`src/rtl/range_finder_stats.sv`:
```
// Measurement statistics engine: tracks max, min and sample count between go and finish,
// and presents range/max/min/count selected by mode.
module range_finder_stats #(
  parameter int WIDTH = 10,
  parameter int CNT_W = 8
) (
  input  logic             clock,
  input  logic             reset_n,
  input  logic [WIDTH-1:0] data_in,
  input  logic             valid_in,
  input  logic             go,
  input  logic             finish,
  input  logic [1:0]       mode,
  output logic [WIDTH-1:0] result,
  output logic             result_valid,
  output logic [CNT_W-1:0] count,
  output logic             busy,
  output logic             error
);

  if (CNT_W > WIDTH) begin : g_cnt_w_check
    $error("range_finder_stats: CNT_W (%0d) must not exceed WIDTH (%0d)", CNT_W, WIDTH);
  end

  typedef enum logic [1:0] {IDLE, RUN, DONE} state_t;

  state_t           state, state_nxt;
  logic [WIDTH-1:0] max_r, min_r, max_nxt, min_nxt;
  logic [CNT_W-1:0] cnt_r, cnt_nxt;
  logic             err_r, err_nxt;
  logic             accept;

  // Saturating increment: the counter sticks at all-ones without flagging an error.
  function automatic logic [CNT_W-1:0] sat_inc(input logic [CNT_W-1:0] c);
    return (&c) ? c : c + CNT_W'(1);
  endfunction

  function automatic logic [WIDTH-1:0] umax(input logic [WIDTH-1:0] a, input logic [WIDTH-1:0] b);
    return (a > b) ? a : b;
  endfunction

  function automatic logic [WIDTH-1:0] umin(input logic [WIDTH-1:0] a, input logic [WIDTH-1:0] b);
    return (a < b) ? a : b;
  endfunction

  always_ff @(posedge clock or negedge reset_n) begin
    if (!reset_n) begin
      state <= IDLE;
      max_r <= '0;
      min_r <= '1;
      cnt_r <= '0;
      err_r <= 1'b0;
    end else begin
      state <= state_nxt;
      max_r <= max_nxt;
      min_r <= min_nxt;
      cnt_r <= cnt_nxt;
      err_r <= err_nxt;
    end
  end

  always_comb begin
    state_nxt = state;
    max_nxt   = max_r;
    min_nxt   = min_r;
    cnt_nxt   = cnt_r;
    err_nxt   = err_r;
    accept    = 1'b0;
    case (state)
      IDLE, DONE: begin
        if (go && !finish) begin
          state_nxt = RUN;
          err_nxt   = 1'b0;
          max_nxt   = '0;
          min_nxt   = '1;
          cnt_nxt   = '0;
          accept    = valid_in;
        end else if (finish) begin
          err_nxt = 1'b1;
        end
      end
      RUN: begin
        accept = valid_in;
        if (go) begin
          err_nxt = 1'b1;
        end else if (finish) begin
          state_nxt = DONE;
        end
      end
      default: state_nxt = IDLE;
    endcase

    // Sample folds into the (possibly freshly cleared) statistics of this edge.
    if (accept) begin
      max_nxt = umax(max_nxt, data_in);
      min_nxt = umin(min_nxt, data_in);
      cnt_nxt = sat_inc(cnt_nxt);
    end

    if (state == RUN && finish && !go && cnt_nxt == '0) begin
      err_nxt = 1'b1;
    end
  end

  always_comb begin
    result = '0;
    case (mode)
      2'b00:   result = (cnt_r == '0) ? '0 : max_r - min_r;
      2'b01:   result = (cnt_r == '0) ? '0 : max_r;
      2'b10:   result = (cnt_r == '0) ? '0 : min_r;
      default: result = WIDTH'(cnt_r);
    endcase
  end

  assign busy         = (state == RUN);
  assign result_valid = (state == DONE);
  assign count        = cnt_r;
  assign error        = err_r;

endmodule

```
`config.mk`:
```
export PLATFORM = sky130hd
export DESIGN_NAME = range_finder_stats
export DESIGN_NICKNAME = d
export VERILOG_FILES = /design/src/rtl/range_finder_stats.sv
export SDC_FILE = /design/constraint.sdc
export NUM_CORES = 1
export LEC_CHECK = 0
export BUFFER_PORTS_ARGS = -buffer_cell sky130_fd_sc_hd__buf_2
export CAP_MARGIN = 10
export CORE_MARGIN = 5
export CORE_UTILIZATION = 30
export DETAILED_ROUTE_END_ITERATION = 16
export PLACE_DENSITY = 0.51
export SETUP_SLACK_MARGIN = 0.5
export SLEW_MARGIN = 20
export SYNTH_ARGS = -nofsm -noshare
export SYNTH_HDL_FRONTEND = slang
export SYNTH_SLANG_ARGS = --single-unit
```
`constraint.sdc`:
```
create_clock -name clock -period 3.7 [get_ports clock]
set_input_delay 0.185 -clock clock [delete_from_list [all_inputs] [get_ports clock]]
set_output_delay 0.185 -clock clock [all_outputs]
set_load 0.1 [all_outputs]
```
==> flow_metrics.tcl, run 1 <==
set metrics [dict create \
    status "completed" \
    worst_clock_skew_ps 7.238 \
    seq_power_share 0.218 \
    max_freq_mhz 329.1 \
    post_drt_wl_per_cell_um 15.91 \
    clockBufferDepth 2 \
    vias 2474 \
    cp_cell_sequence "inv_1, ha_1, and2_1, o2111ai_1, a31o_2, a2111oi_0, nor4_1, a31oi_2, buf_4" \
    combPwrFrac 0.654 \
    n_antenna_cell 0 \
    synth_top_area_cell "dfrtp_1" \
    worstSetupPathType "reg -> out" \
    synth_ff_type "dfrtp_1" \
    cts.clk_slew.worst_paths_ps 70 \
    clockRootBuffer "clkbuf_8" \
    path_buf_inv 2 \
    rows 35 \
    cp_slowest_cell "dfstp_2" \
    start_util 0.3051 \
    port_buffers 37 \
    die_area_sq_mm 0.01134 \
    crit_fanout 4 \
    seq_area_frac_synth 0.2823 \
    mappedNetlistArea_sq_mm 0.002793 \
    hpwl_mm 5.870 \
    drv_slew 0 \
    drtIter0Drc 121 \
    fin_nets 406 \
    grt_use_total 0.1361 \
    power.leakage_nw 1.570 \
    hold_depth 2 \
    via_per_inst 5.242 \
    grt_max_degree 41 \
    syn_area_per_cell_sq_um 8.593 \
    hold_violations 0 \
    antenna_found_initial 0 \
    area_growth_syn_to_layout_pct 16.04 \
    synth_cell_type_count 57 \
    grt_pass1_vias 2468 \
    p_switching_mw 1.479 \
    endpoint_kind "primary output" \
    synth_nets 371 \
    final.period_utilization 0.8212 \
    drive_gt1_frac 0.2604 \
    min_path_type "in -> reg" \
    p_int_mw 1.276 \
    final_cell_count_no_fill 472 \
    worst-r2r-cell-count 9 \
    hp-start "data_in[5]" \
    holdPathEnd "max_r[5]" \
    slew_headroom 0.5346 \
    gr-total-overflow 0 \
    antenna_left 0 \
    firstDrtPassIters 5 \
    crit_arrival_ps 2850 \
    mostFrequentLayoutCell "nand2_1" \
    fin_area_sq_mm 0.003241 \
    sw_frac_of_total 0.5369 \
    r2r-start "state[0]" \
    ios 38 \
    place_area_sq_mm 0.003099 \
    rsz0062_at_grt "false" \
    async_reset_ff_frac 1.000 \
    yosysTopAreaCellShare 0.1882 \
    period_minus_slack_ps 3038 \
    worst_path_largest_cell_delay_ps 520 \
    cts_sinks 31 \
    r2r_setup_slack_ps 720 \
    grt_pass1_wl_mm 12.47 \
    fp.dieW_um 106.5 \
    fin_setup_tns_ps 0 \
    drt_wl_total_mm 7.508 \
    synth_cells 325 \
    clock_latency_ps 280 \
    final-setup-viol-count 0 \
    tightest_slew_ps 698.1 \
    cts_max_level 2 \
    fin_total_pwr_mw 2.755 \
    die_height_um 106.5 \
    max-cap-violations 0 \
    power.share.clock 0.128 \
    cts_tree "done" \
    gp_congestion 0.8165 \
    synth_top_cells_by_area "dfrtp_1 (19%), ha_1 (13%), dfstp_2 (9.4%)" \
    peakVddDrop_mv 0.2435 \
    cts_inserted_buffers 5 \
    final_cell_mix "nand2_1 (41), buf_2 (35), ha_1 (28)" \
    r2r-end "max_r[7]" \
    drc_errors 0 \
    cp_top_family "compound AO/OA/AOI/OAI gates" \
    critPathLaunchType "register" \
    fp.coreArea_sq_mm 0.009153 \
    synth_seq_cells 31 \
    cts_setup_buffers 0 \
    cp.required_ps 3510 \
    ys_warn_count 0 \
    dp_cells 463 \
    p_per_area_mw_per_mm2 850.2 \
    synth_edf_count 0 \
]
-- how the worst max path moves through the flow --
stage	cells past startpoint	to	slack, ps	start
2_1_floorplan	4	result[0]	370	count[0]
3_3_place_gp	9	max_r[9]	630	state[0]
3_5_place_dp	9	max_r[7]	540	state[0]
4_1_cts	9	max_r[7]	500	state[0]
5_1_grt	9	result[9]	510	min_r[3]
6_report	9	result[9]	660	min_r[3]
-- cells in the mapped netlist (all sizes together), types with 5 or more instances --
library cell,number
inv,26
o31ai,9
mux2,20
dfstp,10
a31oi,7
ha,28
dfrtp,21
a21oi,20
nor3,5
a21o,8
clkbuf,9
nor2,24
o21ai,15
nand2,41
and2,11
-- per-layer routing --
metal / vias to the layer above / global-route usage / wire [um]
li1: 1246 / - / -
met1: 1169 / 0.1840 / 3563
met2: 51 / 0.2222 / 3530
met3: 8 / 0.01579 / 275
met4: 0 / 0.05205 / 139
met5: - / 0 / 0
-- power by group through the flow --
stage | combinational (mW) | clock (mW) | sequential [mW]
after floorplan | 1.34 | 0 | 0.708
after global placement | 1.78 | 0 | 0.605
after detailed placement | 1.79 | 0 | 0.606
after CTS | 1.80 | 0.362 | 0.602
after global routing | 1.96 | 0.374 | 0.621
final | 1.80 | 0.352 | 0.602
-- timing repair --
action | 4_1_cts | 5_1_grt
resized for setup | 0 | 5
endpoints found under the hold margin | 21 | 0
setup endpoints to repair | 0 | 21
hold buffers | 1 | 0
-- flip-flops by register name (all words and copies together), names as in the netlist --
signal  flops
max_r      10
count       8
error       1
state       2
min_r      10
-- cell families (layout without fill, tap and decap cells) --
group           Yosys count  in the layout  synth area share
xor+xnor                  7              7           0.02195
flops                    31             31            0.2823
compound gates           85             85            0.2128
simple gates            112            112            0.2025
fa+ha+maj                29             29            0.1326
mux                      23             23           0.09274
buf+inv                  38             74           0.05510
-- cell type report --
cell class / count / area, sq um
clock inverter: 2 / 35.03
clock buffer: 6 / 82.58
multi-input combinational: 256 / 1883
tap: 111 / 138.9
sequential: 31 / 788.3
timing repair buffer: 40 / 215.2
fill: 954 / 5912
inverter: 26 / 97.59
-- stage by stage --
stage,hold slack [ps],setup slack [ps],util
after CTS,155.9,503.1,0.3526
final,164.5,661.7,0.3541
after floorplan,-110.6,367.6,-
after global routing,167.2,506.2,0.3541
after global placement,284.7,631.2,0.3386
after detailed placement,284.6,541.3,0.3386
No activity file was read; power rests on OpenSTA's default activity.
==> run 2, diff against run 1 <==
--- a/config.mk
+++ b/config.mk
@@ -10,7 +10,7 @@
 export CORE_MARGIN = 5
 export CORE_UTILIZATION = 30
 export DETAILED_ROUTE_END_ITERATION = 16
-export PLACE_DENSITY = 0.51
+export PLACE_DENSITY = 0.53
 export SETUP_SLACK_MARGIN = 0.5
 export SLEW_MARGIN = 20
 export SYNTH_ARGS = -nofsm -noshare
==> constraint.sdc (replaced) <==
create_clock -name clock -period 2.59 [get_ports clock]
set_input_delay 0.1295 -clock clock [delete_from_list [all_inputs] [get_ports clock]]
set_output_delay 0.1295 -clock clock [all_outputs]
set_load 0.1 [all_outputs]
==> run 2 against run 1 <==
Cell count grew 6.1%. Worst hold slack lost 45 ps. Via count grew 5.5%. Register-to-register slack lost 750 ps. Largest cell class unchanged. The flow now finishes with violations (setup timing). Flip-flop and latch count is the same. Clock-buffer cell count grew 2. Setup slack lost 770 ps. First-iteration DRC count shrank 9.9%. Combinational power grew 110%. Critical path depth grew 2. Sequential power grew 51%.
==> flow_metrics.tcl, run 2 (synthesized netlist as in run 1, its figures left out) <==
set metrics [dict create \
    drc_errors 0 \
    drive_gt1_frac 0.4718 \
    fp.dieW_um 106.5 \
    period_minus_slack_ps 2701 \
    final.period_utilization 1.043 \
    final_cell_mix "nand2_1 (39), buf_2 (27), inv_1 (22), buf_4 (22), nor2_1 (20)" \
    fp.coreArea_sq_mm 0.009153 \
    firstDrtPassIters 4 \
    cts.clk_slew.worst_paths_ps 70 \
    grt_pass1_wl_mm 14.06 \
    violations "setup timing" \
    clock_latency_ps 280 \
    start_util 0.3051 \
    crit_fanout 2 \
    grt_use_total 0.1571 \
    gp_congestion 0.8206 \
    drt_wl_total_mm 8.620 \
    hpwl_mm 6.487 \
    cts_max_level 2 \
    n_antenna_cell 0 \
    cts_inserted_buffers 5 \
    cp_cell_sequence "ha_4, inv_2, fa_2, a21o_1, a21oi_2, buf_4, o21ai_2, o211a_1, xor2_1, a31o_4, buf_12" \
    drtIter0Drc 109 \
    max_freq_mhz 370.2 \
    fin_area_sq_mm 0.004125 \
    clockRootBuffer "clkbuf_8" \
    endpoint_kind "primary output" \
    max-cap-violations 0 \
    worst_path_largest_cell_delay_ps 550 \
    min_path_type "in -> reg" \
    place_area_sq_mm 0.003643 \
    critPathLaunchType "register" \
    grt_max_degree 32 \
    p_per_area_mw_per_mm2 1215 \
    post_drt_wl_per_cell_um 17.21 \
    dp_cells 479 \
    gr-total-overflow 0 \
    via_per_inst 5.210 \
    peakVddDrop_mv 0.4656 \
    die_height_um 106.5 \
    clockBufferDepth 2 \
    cp_slowest_cell "dfstp_2" \
    area_growth_syn_to_layout_pct 47.72 \
    final-setup-viol-count 11 \
    die_area_sq_mm 0.01134 \
    rsz0062_at_grt "true" \
    mostFrequentLayoutCell "nand2_1" \
    power.leakage_nw 1.806 \
    grt_pass1_vias 2703 \
    cp.required_ps 2460 \
    pre_cts_ws_ps -94.50 \
    ios 38 \
    vias 2610 \
    fin_nets 435 \
    drv_slew 0 \
    cts_sinks 31 \
    final_cell_count_no_fill 501 \
    crit_arrival_ps 2570 \
    antenna_left 0 \
    tightest_slew_ps 713.5 \
    worst_clock_skew_ps 6.705 \
    worstSetupPathType "reg -> out" \
    fin_setup_tns_ps -513.5 \
    fin_ws_ps -111.1 \
    rows 35 \
    slew_headroom 0.5243 \
    cts_tree "done" \
    antenna_found_initial 0 \
    fill_cells 829 \
    status "finished with violations" \
    hold_violations 0 \
    port_buffers 37 \
]
## run 2: changes by cell type in the layout (fill, tap and decap cells not counted), sizes merged
cell,change
bufinv,-1
buf,+28
clkbuf,+2
clkinv,-1
nor2,+1
## run 2: timing repair
item / in CTS / in global routing
hold buffers: 1 / 0
cloned: 2 / 0
hold endpoints to repair: 21 / 0
buffers inserted: 9 / 2
gates resized for setup: 54 / 15
setup endpoints to repair: 30 / 31
pin swaps: 23 / 19
## run 2: where the power goes
part	total (mW)	internal [mW]	leakage, nW	switching, mW
registers	0.908	0.710	0.362	0.198
logic	3.74	1.59	1.40	2.15
clock network	0.367	0.191	0.0395	0.176
## run 2: path summary, 6_finish.rpt
kind                            start  slack, ps  cells after the start         to
max reg2reg                  state[0]        -30                     11   max_r[6]
min                        data_in[7]        120                      2   max_r[7]
max in group asynchronous     reset_n       1630                      2   count[0]
max                          min_r[0]       -110                     11  result[8]
min in group asynchronous     reset_n        430                      2   count[1]
min reg2reg                  max_r[0]        620                      2   max_r[0]
## run 2: critical path, delay by kind of cell (launching register included)
family                     cells  cell delay, ps
AOI/OAI and AO/OA              5             760
xor gates and xnor gates       1             150
adders and majority gates      2             490
buffers and inverters          3             340
DFF                            1             550
## run 2: cell type report
type	instances	area [sq um]	area share
tap	111	138.9	0.03367
sequential	31	819.5	0.1987
timing repair buffer	68	614.3	0.1489
multi-input combinational	257	2367	0.5739
inverter	26	105.1	0.02548
clock buffer	8	80.08	0.01941
## run 2: layer usage
layer / vias up / wire length [um] / global-route usage
met3: 11 / 236 / 0.01700
met5: - / 0 / 0
met2: 48 / 4041 / 0.2484
met4: 0 / 165 / 0.05936
li1: 1313 / - / -
met1: 1238 / 4176 / 0.2201
## run 2: through the flow
stage / hold WS (ps) / util / power (mW)
finish: 119.2 / 0.4507 / 5.014
global route: 113.6 / 0.4507 / 5.320
CTS: 105.1 / 0.4435 / 4.925
detailed placement: 230.8 / 0.3981 / 4.075
global placement: 219.7 / 0.3981 / 4.045
floorplan: -166.1 / - / 3.336
==> run 3, diff against run 2 <==
--- a/config.mk
+++ b/config.mk
@@ -10,6 +10,7 @@
 export CORE_MARGIN = 5
 export CORE_UTILIZATION = 30
 export DETAILED_ROUTE_END_ITERATION = 16
+export GPL_TIMING_DRIVEN = 0
 export PLACE_DENSITY = 0.53
 export SETUP_SLACK_MARGIN = 0.5
 export SLEW_MARGIN = 20
==> run 3 against run 2 <==
The flow still finishes with violations (setup timing). Setup slack worse by 0.57 ps. Clock power rose by 38%. Cell count up 2.0%. Non-clock buffer count up 10. First-iteration DRC count decreased by 16%. Sequential power up 1%. Combinational power up 3%. Fmax is essentially flat.
==> flow_metrics.tcl, run 3 (synthesized netlist as in run 1, its figures left out) <==
set metrics [dict create \
    worstSetupPathType "reg -> out" \
    crit_fanout 4 \
    fin_total_pwr_mw 5.286 \
    cp_slowest_cell "dfstp_2" \
    antenna_left 0 \
    fp.dieW_um 106.5 \
    power.leakage_nw 1.871 \
    seq_power_share 0.174 \
    peakVddDrop_mv 0.4380 \
    hold_violations 0 \
    ios 38 \
    endpoint_kind "primary output" \
    n_antenna_cell 0 \
    grt_use_total 0.1595 \
    critPathLaunchType "register" \
    cts.clk_slew.worst_paths_ps 70 \
    final-setup-viol-count 17 \
    tightest_slew_ps 731.0 \
    die_area_sq_mm 0.01134 \
    min_path_type "in -> reg" \
    cp_cell_sequence "inv_2, ha_4, and2_4, o2111ai_4, a31o_4, and3_1, nor4_4, a31oi_4, buf_12" \
    combPwrFrac 0.730 \
    grt_max_degree 32 \
    post_drt_wl_per_cell_um 17.40 \
    fin_worst_hold_slack_ps 109.3 \
    p_int_mw 2.705 \
    hpwl_mm 6.273 \
    max-cap-violations 0 \
    antenna_found_initial 0 \
    cts_max_level 2 \
    port_buffers 37 \
    rsz0062_at_grt "true" \
    sw_frac_of_total 0.4882 \
    fp.coreArea_sq_mm 0.009153 \
    drtIter0Drc 92 \
    gp_congestion 0.8320 \
    slew_headroom 0.5126 \
    drt_wl_total_mm 8.892 \
    clock_latency_ps 290 \
    cp.required_ps 2460 \
    p_per_area_mw_per_mm2 1231 \
    start_util 0.3051 \
    firstDrtPassIters 4 \
    crit_arrival_ps 2570 \
    via_per_inst 5.204 \
    clockRootBuffer "clkbuf_8" \
    status "finished with violations" \
    gr-total-overflow 0 \
    fin_nets 445 \
    drc_errors 0 \
    final.period_utilization 1.043 \
    max_freq_mhz 370.1 \
    grt_pass1_wl_mm 14.48 \
    path_buf_inv 2 \
    cts_tree "done" \
    rows 35 \
    cts_sinks 31 \
    worst_clock_skew_ps 11.00 \
    fin_ws_ps -111.7 \
    die_height_um 106.5 \
    final_cell_mix "nand2_1 (37), buf_2 (27), buf_4 (22)" \
    violations "setup timing" \
    cts_inserted_buffers 5 \
    period_minus_slack_ps 2702 \
    drv_slew 0 \
    power.share.clock 0.096 \
    drive_gt1_frac 0.4850 \
    worst_path_largest_cell_delay_ps 520 \
    cp_top_family "simple AND/OR/NAND/NOR gates" \
    vias 2659 \
    area_growth_syn_to_layout_pct 53.72 \
    grt_pass1_vias 2703 \
    mostFrequentLayoutCell "nand2_1" \
    pre_cts_ws_ps -381.8 \
    p_switching_mw 2.581 \
    clockBufferDepth 2 \
]
## run 3: changes by cell type in the layout (fill, tap and decap cells not counted), sizes merged
cell,change
clkbuf,+7
buf,+1
bufinv,+1
clkinv,+1
## run 3: layout make-up
type / count / area [sq um]
clock inverter: 2 / 35.03
clock buffer: 6 / 82.58
tap: 111 / 138.9
sequential: 31 / 819.5
buffer: 12 / 108.9
fill: 843 / 4860
inverter: 26 / 100.1
timing repair buffer: 66 / 580.6
multi-input combinational: 257 / 2427
## run 3: worst reg2reg max path: stages, from the launching register on
cell       delay, ps
dfrtp_2          400
or3_4            340
buf_8            140
clkbuf_16        150
and2_4           170
ha_4             230
a21o_1           180
a21oi_1          140
o211ai_1         160
a21oi_4          210
buf_12           160
mux2_4           300
## run 3: worst paths after layout
path | from | slack [ps] | cells after the start | end
worst max-delay path | min_r[4] | -110 | 9 | result[9]
worst min register to register | max_r[0] | 620 | 2 | max_r[0]
min in group asynchronous | reset_n | 440 | 2 | count[2]
worst max register to register | state[0] | -110 | 11 | max_r[6]
worst min-delay path | data_in[8] | 110 | 2 | max_r[8]
max in group asynchronous | reset_n | 1610 | 2 | count[1]
## run 3: timing repair
| item | 4_1_cts | 5_1_grt |
|---|---|---|
| hold buffers | 1 | 0 |
| buffers inserted | 13 | 13 |
| endpoints found under the setup margin | 30 | 30 |
| gates cloned | 3 | 0 |
| resized for setup | 70 | 21 |
| pin swaps | 27 | 18 |
| hold endpoints to repair | 21 | 0 |
## run 3: metrics by stage
| step | setup TNS [ps] | utilization | cell area, sq um | std cells |
|---|---|---|---|---|
| floorplan | -749.2 | - | 3189 | 325 |
| global placement | -7038 | 0.3839 | 3513 | 473 |
| detailed placement | -6492 | 0.3839 | 3513 | 473 |
| CTS | -1460 | 0.4466 | 4088 | 498 |
| global route | -3179 | 0.4690 | 4293 | 511 |
| finish | -1393 | 0.4690 | 4293 | 511 |
## run 3: power groups by stage
stage               Sequential (mW)  Combinational, mW  Clock [mW]
CTS                           0.911               3.57       0.512
detailed placement            0.909               2.95           0
finish                        0.920               3.86       0.505
global route                  0.951               4.14       0.534
global placement              0.908               2.96           0
floorplan                      1.05               2.28           0
## run 3: layer usage
layer,track usage,share of wire
met4,0.04475,0.013
met3,0.02186,0.033
met1,0.2158,0.46
met5,0,0
met2,0.2661,0.49
